[src/rtl/traffic_pkg.sv]
// Shared definitions for the traffic light safety monitor: lamp encodings,
// fault codes and the encoding legality helper.
package traffic_pkg;

   localparam logic [2:0] RED = 3'b100;
   localparam logic [2:0] YEL = 3'b010;
   localparam logic [2:0] GRN = 3'b001;

   typedef enum logic [2:0] {
      FC_NONE      = 3'd0,
      FC_CONFLICT  = 3'd1,
      FC_ILLEGAL   = 3'd2,
      FC_BAD_SEQ   = 3'd3,
      FC_SHORT_YEL = 3'd4,
      FC_FM_OVR    = 3'd5
   } fault_code_e;

   function automatic logic is_legal_light(input logic [2:0] light);
      return (light == RED) || (light == YEL) || (light == GRN);
   endfunction

endpackage

[src/rtl/road_seq_checker.sv]
// Per-road checker: flags illegal encodings, illegal colour transitions and
// yellows that end before MIN_YELLOW cycles. Holds the road's yellow counter.
module road_seq_checker
   import traffic_pkg::*;
#(
   parameter int MIN_YELLOW = 3,
   parameter int CNT_W      = 8
) (
   input  logic       clk,
   input  logic       reset,
   input  logic [2:0] cur,
   input  logic [2:0] prev,
   input  logic       en,
   input  logic       clr,
   output logic       illegal,
   output logic       bad_seq,
   output logic       short_yel
);

   logic [CNT_W-1:0] yel_cnt;
   logic             seq_ok;

   // Legal transitions: stay on a colour, or advance R->G->Y->R.
   always_comb begin
      seq_ok = 1'b0;
      case ({prev, cur})
         {RED, RED}, {RED, GRN}, {GRN, GRN},
         {GRN, YEL}, {YEL, YEL}, {YEL, RED}: seq_ok = 1'b1;
         default:                            seq_ok = 1'b0;
      endcase
   end

   // Violation flags are raw; the top gates them with the fault state.
   always_comb begin
      illegal   = !is_legal_light(cur);
      bad_seq   = !illegal && !seq_ok;
      short_yel = (prev == YEL) && (cur == RED) && (yel_cnt < CNT_W'(MIN_YELLOW));
   end

   // Saturating count of consecutive yellow samples; frozen while disabled.
   always_ff @(posedge clk) begin
      if (reset) begin
         yel_cnt <= '0;
      end else if (clr) begin
         yel_cnt <= '0;
      end else if (en) begin
         if (cur == YEL) begin
            if (yel_cnt != '1) yel_cnt <= yel_cnt + CNT_W'(1);
         end else begin
            yel_cnt <= '0;
         end
      end
   end

endmodule

[src/rtl/traffic_light_monitor.sv]
// Safety monitor between the traffic light controller and the lamp drivers.
// Latches the first fault with a code and forces a fail-safe red on both
// roads while the fault is held. Optional macro FLASH_OUT_EN makes the
// fail-safe red flash with a half-period of FLASH_HALF cycles.
module traffic_light_monitor
   import traffic_pkg::*;
#(
   parameter int MIN_YELLOW   = 3,
   parameter int FM_GREEN_MAX = 32,
   parameter int FLASH_HALF   = 4,
   parameter int CNT_W        = 8
) (
   input  logic       clk,
   input  logic       reset,
   input  logic [2:0] light_HW,
   input  logic [2:0] light_FM,
   input  logic       fault_clear,
   output logic       fault,
   output logic [2:0] fault_code,
   output logic [2:0] safe_HW,
   output logic [2:0] safe_FM
);

   if ((FM_GREEN_MAX + 1) > (2**CNT_W - 1) || MIN_YELLOW > (2**CNT_W - 1) ||
       FLASH_HALF < 1 || (2 * FLASH_HALF) > 2**CNT_W) begin : g_cfg_check
      $error("traffic_light_monitor: CNT_W too narrow for the configured limits");
   end

   logic [2:0]       prev_hw, prev_fm;
   logic [CNT_W-1:0] fm_grn_cnt;
   logic             fault_q, fault_nxt;
   fault_code_e      code_q, code_nxt;
   logic             check_en;
   logic             hw_illegal, hw_bad_seq, hw_short_yel;
   logic             fm_illegal, fm_bad_seq, fm_short_yel;
   logic             conflict, fm_overrun;

   assign check_en = !fault_q;

   road_seq_checker #(.MIN_YELLOW(MIN_YELLOW), .CNT_W(CNT_W)) u_hw_chk (
      .clk       (clk),
      .reset     (reset),
      .cur       (light_HW),
      .prev      (prev_hw),
      .en        (check_en),
      .clr       (fault_clear),
      .illegal   (hw_illegal),
      .bad_seq   (hw_bad_seq),
      .short_yel (hw_short_yel)
   );

   road_seq_checker #(.MIN_YELLOW(MIN_YELLOW), .CNT_W(CNT_W)) u_fm_chk (
      .clk       (clk),
      .reset     (reset),
      .cur       (light_FM),
      .prev      (prev_fm),
      .en        (check_en),
      .clr       (fault_clear),
      .illegal   (fm_illegal),
      .bad_seq   (fm_bad_seq),
      .short_yel (fm_short_yel)
   );

   // Conflict is only judged between two legal encodings; overrun fires on
   // the green sample that would push the count past FM_GREEN_MAX.
   always_comb begin
      conflict   = !hw_illegal && !fm_illegal && (light_HW != RED) && (light_FM != RED);
      fm_overrun = (light_FM == GRN) && (fm_grn_cnt >= CNT_W'(FM_GREEN_MAX));
   end

   // Priority encode this cycle's violations; clear wins over any violation.
   always_comb begin
      code_nxt = FC_NONE;
      if (conflict)                          code_nxt = FC_CONFLICT;
      else if (hw_illegal || fm_illegal)     code_nxt = FC_ILLEGAL;
      else if (hw_bad_seq || fm_bad_seq)     code_nxt = FC_BAD_SEQ;
      else if (hw_short_yel || fm_short_yel) code_nxt = FC_SHORT_YEL;
      else if (fm_overrun)                   code_nxt = FC_FM_OVR;

      if (fault_clear)  fault_nxt = 1'b0;
      else if (fault_q) fault_nxt = 1'b1;
      else              fault_nxt = (code_nxt != FC_NONE);
   end

   // Sticky fault flag and first-fault code.
   always_ff @(posedge clk) begin
      if (reset) begin
         fault_q <= 1'b0;
         code_q  <= FC_NONE;
      end else begin
         fault_q <= fault_nxt;
         if (fault_clear)                          code_q <= FC_NONE;
         else if (!fault_q && code_nxt != FC_NONE) code_q <= code_nxt;
      end
   end

   // Previous-sample registers and FM green counter; held while faulted.
   always_ff @(posedge clk) begin
      if (reset) begin
         prev_hw    <= RED;
         prev_fm    <= RED;
         fm_grn_cnt <= '0;
      end else if (fault_clear) begin
         prev_hw    <= light_HW;
         prev_fm    <= light_FM;
         fm_grn_cnt <= '0;
      end else if (check_en) begin
         prev_hw <= light_HW;
         prev_fm <= light_FM;
         if (light_FM == GRN) begin
            if (fm_grn_cnt != '1) fm_grn_cnt <= fm_grn_cnt + CNT_W'(1);
         end else begin
            fm_grn_cnt <= '0;
         end
      end
   end

`ifdef FLASH_OUT_EN
   logic [CNT_W-1:0] flash_cnt, flash_nxt;

   // Flash phase counts cycles since the fault rose, wrapping every full period.
   always_comb begin
      flash_nxt = '0;
      if (fault_nxt && fault_q) begin
         flash_nxt = (flash_cnt == CNT_W'(2 * FLASH_HALF - 1)) ? '0 : flash_cnt + CNT_W'(1);
      end
   end

   // Lamp drive: registered pass-through, or flashing red while faulted.
   always_ff @(posedge clk) begin
      if (reset) begin
         flash_cnt <= '0;
         safe_HW   <= RED;
         safe_FM   <= RED;
      end else begin
         flash_cnt <= flash_nxt;
         if (fault_nxt) begin
            safe_HW <= (flash_nxt < CNT_W'(FLASH_HALF)) ? RED : 3'b000;
            safe_FM <= (flash_nxt < CNT_W'(FLASH_HALF)) ? RED : 3'b000;
         end else begin
            safe_HW <= light_HW;
            safe_FM <= light_FM;
         end
      end
   end
`else
   // Lamp drive: registered pass-through, or steady red while faulted.
   always_ff @(posedge clk) begin
      if (reset) begin
         safe_HW <= RED;
         safe_FM <= RED;
      end else if (fault_nxt) begin
         safe_HW <= RED;
         safe_FM <= RED;
      end else begin
         safe_HW <= light_HW;
         safe_FM <= light_FM;
      end
   end
`endif

   assign fault      = fault_q;
   assign fault_code = code_q;

endmodule

[config.mk]
export PLATFORM = sky130hd
export DESIGN_NAME = traffic_light_monitor
export DESIGN_NICKNAME = d
export VERILOG_FILES = /design/src/rtl/traffic_pkg.sv /design/src/rtl/road_seq_checker.sv /design/src/rtl/traffic_light_monitor.sv
export SDC_FILE = /design/constraint.sdc
export NUM_CORES = 1
export LEC_CHECK = 0
export BUFFER_PORTS_ARGS = -buffer_cell sky130_fd_sc_hd__buf_2
export CAP_MARGIN = 20
export CORE_MARGIN = 10
export CORE_UTILIZATION = 55
export CTS_CLUSTER_SIZE = 28
export DETAILED_ROUTE_END_ITERATION = 10
export GPL_ROUTABILITY_DRIVEN = 0
export PLACE_DENSITY_LB_ADDON = 0.15
export SKIP_LAST_GASP = 1
export SYNTH_ARGS = -nofsm -noshare
export SYNTH_HDL_FRONTEND = slang
export SYNTH_SLANG_ARGS = --single-unit
[constraint.sdc]
create_clock -name clk -period 5.3 [get_ports clk]
set_input_delay 0.265 -clock clk [delete_from_list [all_inputs] [get_ports clk]]
set_output_delay 0.265 -clock clk [all_outputs]
set_load 0.005 [all_outputs]
After elaboration in Yosys (flattened, before gate mapping). Index checks and enable logic that the tools add are counted. W data, S select, Z words.

Flip-flop bits (word level): 40. Input port bits: 9. Output and inout bits: 10. Logic and storage cells: 95.

Add/sub/neg operators: 3. $lt $le $gt $ge: 3. Eq/ne operators: 29. Multiplexer cells: 19. Bitwise operators: 1. Reductions and logical operators: 31.

Operators with widths (count): $mux W8 (6); $mux W3 (9); $add A8 B1 Y8 const B (3); $eq A6 B4 Y1 const B (4); $eq A6 B5 Y1 const B (4); $eq A6 B6 Y1 const B (4); $ne A8 B8 Y1 const B (3); $lt A8 B2 Y1 const B (2); $eq A3 B2 Y1 const B (4); $reduce_or A6 Y1 (2); $logic_and A1 B1 Y1 (11); $ge A8 B6 Y1 const B (1); $logic_or A1 B1 Y1 (7); $eq A3 B1 Y1 const B (2); $eq A3 B3 Y1 const B (2); $ne A2 B2 Y1 const B (3); $ne A3 B3 Y1 const B (2); $reduce_and A2 Y1 (3); $logic_not A1 Y1 (5); $mux W1 (4); $reduce_or A2 Y1 (2); $reduce_bool A3 Y1 (1); $ne A2 B1 Y1 const B (1); $not A1 Y1 (1).

Logic depth before layout (Yosys ltp).
Word-level depth: 13. Depth in mapped cells: 7. Mapped depth without buffers: 6.

Hierarchy. Synthesis repeated with hierarchy kept, for this count alone.

Cells, all modules: 254. Area, all modules: 2208.4 sq um.

Modules (own cells, without submodules): traffic_light_monitor (instances 1, cells an instance 120, area an instance 1127.3 sq um, sequential area each 480.5 sq um); road_seq_checker (instances 2, cells an instance 67, area an instance 540.5 sq um, sequential area each 160.2 sq um).

Worst setup path before layout. Ideal clock, no wire load.

Kind: input to register. From: input light_HW[0]. To: register safe_FM[2]. Library setup time: 0.127 ns. Arrival time: 1.705 ns. Required time: 5.173 ns. Slack: 3.468 ns. Stages: 6. Path buffers: 1. Cells stage by stage: buf_6 or4b_1 and4_4 a22oi_4 a41oi_4 or3_1.

Longest elaborated chain between the ends: 13. Elaborated cells on any way between the ends: 33. Those cells by class: 10 x eq/ne; 7 x mux; 16 x reduce/logical.

Ends and longest elaborated chain: start, declared (RTL line traffic_light_monitor.sv:15) `input logic [2:0] light_HW,`; $eq A6 B6 Y1 (tied with other cells) (RTL line road_seq_checker.sv:26) `case ({prev, cur})`; $reduce_or A6 Y1 (RTL line road_seq_checker.sv:26); $mux W1 (RTL line road_seq_checker.sv:26); $logic_not A1 Y1 (RTL line road_seq_checker.sv:36) `bad_seq = !illegal && !seq_ok;`; $logic_and A1 B1 Y1 (RTL line road_seq_checker.sv:36); $logic_or A1 B1 Y1 (RTL line traffic_light_monitor.sv:76) `else if (hw_bad_seq || fm_bad_seq) code_nxt = FC_BAD_SEQ;`; $mux W3 (RTL line traffic_light_monitor.sv:76); $mux W3 (RTL line traffic_light_monitor.sv:75) `else if (hw_illegal || fm_illegal) code_nxt = FC_ILLEGAL;`; $mux W3 * (RTL line traffic_light_monitor.sv:74) `if (conflict) code_nxt = FC_CONFLICT;`; $reduce_bool A3 Y1 * (RTL line traffic_light_monitor.sv:82) `else fault_nxt = (code_nxt != FC_NONE);`; $mux W1 * (RTL line traffic_light_monitor.sv:81) `else if (fault_q) fault_nxt = 1'b1;`; $mux W1 * (RTL line traffic_light_monitor.sv:80) `if (fault_clear) fault_nxt = 1'b0;`; $reduce_or A2 Y1 (no source line) *; end signal, assigned (RTL line traffic_light_monitor.sv:157) `safe_FM <= light_FM;`; end, declared (RTL line traffic_light_monitor.sv:21) `output logic [2:0] safe_FM`.

Mark *: on every way between the ends. The rest lies on a longest branch, timed or not. A chain may end at the register's enable or synchronous reset.

Worst setup path after layout.
From: register fm_grn_cnt[0]. To: register fm_grn_cnt[5].

Longest elaborated chain between the ends: 3. Elaborated cells on any way between the ends: 6. Those cells by class: 1 x add/sub; 2 x eq/ne; 2 x mux; 1 x reduce/logical.

Ends and longest elaborated chain: start, declared (RTL line traffic_light_monitor.sv:30) `logic [CNT_W-1:0] fm_grn_cnt;`; start signal, assigned (RTL line traffic_light_monitor.sv:111) `if (fm_grn_cnt != '1) fm_grn_cnt <= fm_grn_cnt + CNT_W'(1);`; $add A8 B1 Y8 / $ne A8 B8 Y1 (equally long branches) (RTL line traffic_light_monitor.sv:111); $mux W8 / $ne A2 B1 Y1 (equally long branches); $mux W8 / $reduce_and A2 Y1 (equally long branches).

Parallel ways exist; a longest one is shown, timed or not. The select of a mux whose other input is x is not followed.

==> impl_metrics.tcl <==
set metrics [dict create \
    synth_edf_count 0 \
    avgViaCountPerCell 5.79 \
    synth_cell_types 48 \
    syn_area_um2 2050 \
    synth_compound_area_share_pct 14.1 \
    die_h_um 81.1 \
    num-nets-final 256 \
    avgSynthCellArea_um2 9.00 \
    port-buffer-count 18 \
    firstDrtPassIters 4 \
    synth_area_leaders "dfxtp_1, nor2_1, xor2_1, nor3b_1, nand2_1" \
    cts_tree "built" \
    yosysSeqAreaShare_pct 39.0 \
    register_area_um2 801 \
    cts_hold_buffers 0 \
    cts_max_path_buffers 2 \
    status "finished, final reports clean" \
    fin_ws_ns 3.19 \
    maxSlewViolCount 0 \
    rsz0062_at_grt "no" \
    ys_seq_elements 40 \
    fin_setup_tns_ns 0 \
    gr-total-overflow 0 \
    ios 19 \
    final_cell_mix "dfxtp_1, nor2_1, buf_2" \
    async_flop_share_pct 0 \
    multi_input_area_um2 1170 \
    synth_flop_cell "dfxtp_1" \
    p_per_area_nw_per_um2 259 \
    finalCriticalPeriod_ns 2.11 \
    mostFrequentLayoutCell "dfxtp_1" \
    post_drt_wl_per_cell_um 14.4 \
    root_buffer "clkbuf_8" \
    start_util_pct 56.5 \
    drc 0 \
    cts_setup_buffers 0 \
    die_w_um 81.1 \
    ctsResizeCount 0 \
    grt_pass1_wl_mm 7.43 \
    crit_required_ns 5.47 \
    clk_latency_ns 0.30 \
    cts_max_level 2 \
    cp_max_fo 12 \
    cts_sinks 40 \
    synth-simple-area-share_pct 30.4 \
    crit_path_end_kind "flop" \
    placementRows 22 \
    max_slew_margin_pct 35.6 \
    worstMarginPinSlew_ns 0.955 \
    track_usage_pct 13.9 \
    max_cap_violations 0 \
    synth_nets 241 \
    netlist_instances 228 \
    hold_class "input pin to flop" \
    ir_drop_uv 219 \
    postRouteAntennaNets 0 \
    cts_buffers 5 \
    n_antenna_cell 0 \
    antenna_found_initial 0 \
    die_area_um2 6570 \
    wl_mm 4.21 \
    cp-start-kind "flop" \
    drive_gt1_share_pct 14.8 \
    fmax_mhz 474 \
    dp_hpwl_mm 2.96 \
    vias 1692 \
    grt_max_degree 15 \
    synth_area_leader_cell "dfxtp_1" \
    area_delta_synth_final_pct 9.27 \
    path_class "flop to flop" \
    grt_pass1_vias 1617 \
    synth_top_area_share_pct 39.0 \
    preCtsSetupSlack_ns 2.96 \
    critPathArrivalTime_ns 2.28 \
    synthMuxAreaShare_pct 2.44 \
    fin_worst_skew_ns 0.00333 \
    core_um2 3630 \
    synth_top_family_by_area "simple AND/OR/NAND/NOR gates" \
    n_fill_cell 331 \
    synth_xor_area_share_pct 7.68 \
    synth_adder_area_share_pct 2.44 \
    final_hold_viol_count 0 \
    post-route-period-util_pct 39.8 \
    yosysWarningCount 0 \
    drt_iter0_markers 57 \
    path_clk_slew_ns 0.08 \
    leakage_uw 0.000853 \
    setup_viol 0 \
]
state kept, by name (all words and copies together), names as in the netlist:
signal            flops
fault_code            3
fault                 1
fm_grn_cnt            8
prev_hw               3
u_fm_chk.yel_cnt      8
safe_FM               3
prev_fm               3
safe_HW               3
u_hw_chk.yel_cnt      8
power by group:
part	internal [uW]	total (uW)	leakage, uW	switching [uW]
combinational	25.0	59.7	0.000477	34.6
sequential	307	314	0.000326	6.70
clock	104	208	0.0000510	104
critical path: stages, from the launching register on:
cell and delay [ns]:
dfxtp_1 0.41, ha_1 0.21, nand2_1 0.11, o41ai_2 0.88
nor3_1 0.14, xnor2_1 0.18, nor2_1 0.05
through the flow:
step           instance area (um^2)  hold WS, ns  util [%]  instances  total power [uW]
6_report                       2240        0.295      61.7        292               582
4_1_cts                        2240        0.298      61.7        292               586
2_1_floorplan                  2050        0.367         -        228               366
5_1_grt                        2240        0.317      61.7        292               604
3_5_place_dp                   2150        0.482      59.2        284               380
3_3_place_gp                   2150        0.476      59.2        284               379
worst paths after layout:
path,from,end,slack (ns),depth (start not counted)
worst max-delay path,fm_grn_cnt[0],fm_grn_cnt[5],3.19,6
worst max register to register,fm_grn_cnt[0],fm_grn_cnt[5],3.19,6
worst min-delay path,light_HW[2],safe_HW[2],0.29,2
worst min register to register,u_fm_chk.yel_cnt[1],u_fm_chk.yel_cnt[1],0.50,2
cells in the mapped netlist (2+ instances only):
cell type / count
nor3b_1: 11
and4_1: 4
buf_2: 6
a32o_1: 2
mux2i_1: 5
or3_1: 5
and3_1: 4
nand2_1: 14
o31ai_1: 2
xnor2_1: 6
xor2_1: 12
ha_1: 4
nor3_1: 5
nand2b_1: 2
a21oi_1: 5
nand4_1: 4
clkbuf_1: 3
dfxtp_1: 40
nor4_1: 3
a211o_1: 2
o21ai_0: 6
nor2_1: 32
o21ai_1: 2
o22ai_1: 2
and2_1: 3
nand3_1: 9
a311oi_1: 2
nor4b_1: 4
inv_1: 7
a31oi_1: 3
or4b_1: 2
per-layer routing:
layer / share of wire (%) / up-vias / global-route usage [%] / routed length (um)
met5: 0 / - / 0 / 0
met4: 1.6 / 0 / 5.19 / 68
met3: 4.4 / 7 / 4.08 / 184
met2: 47 / 34 / 21.5 / 1990
met1: 47 / 790 / 17.9 / 1970
li1: - / 861 / - / -
area by class of cell:
type | count | area share, %
tap | 48 | 2.68
sequential | 40 | 35.7
inverter | 7 | 1.17
clock inverter | 2 | 0.446
clock buffer | 6 | 3.68
timing repair buffer | 18 | 4.02
multi-input combinational | 171 | 52.3
cells by family (layout without fill, tap and decap cells):
family | after synthesis | after routing
and+or+nand+nor | 109 | 109
DFF | 40 | 40
AOI/OAI and AO/OA | 35 | 35
xor gates and xnor gates | 18 | 18
buffers and inverters | 17 | 33
muxes | 5 | 5
adders and majority gates | 4 | 4
Power figures use the tool's default switching activity.
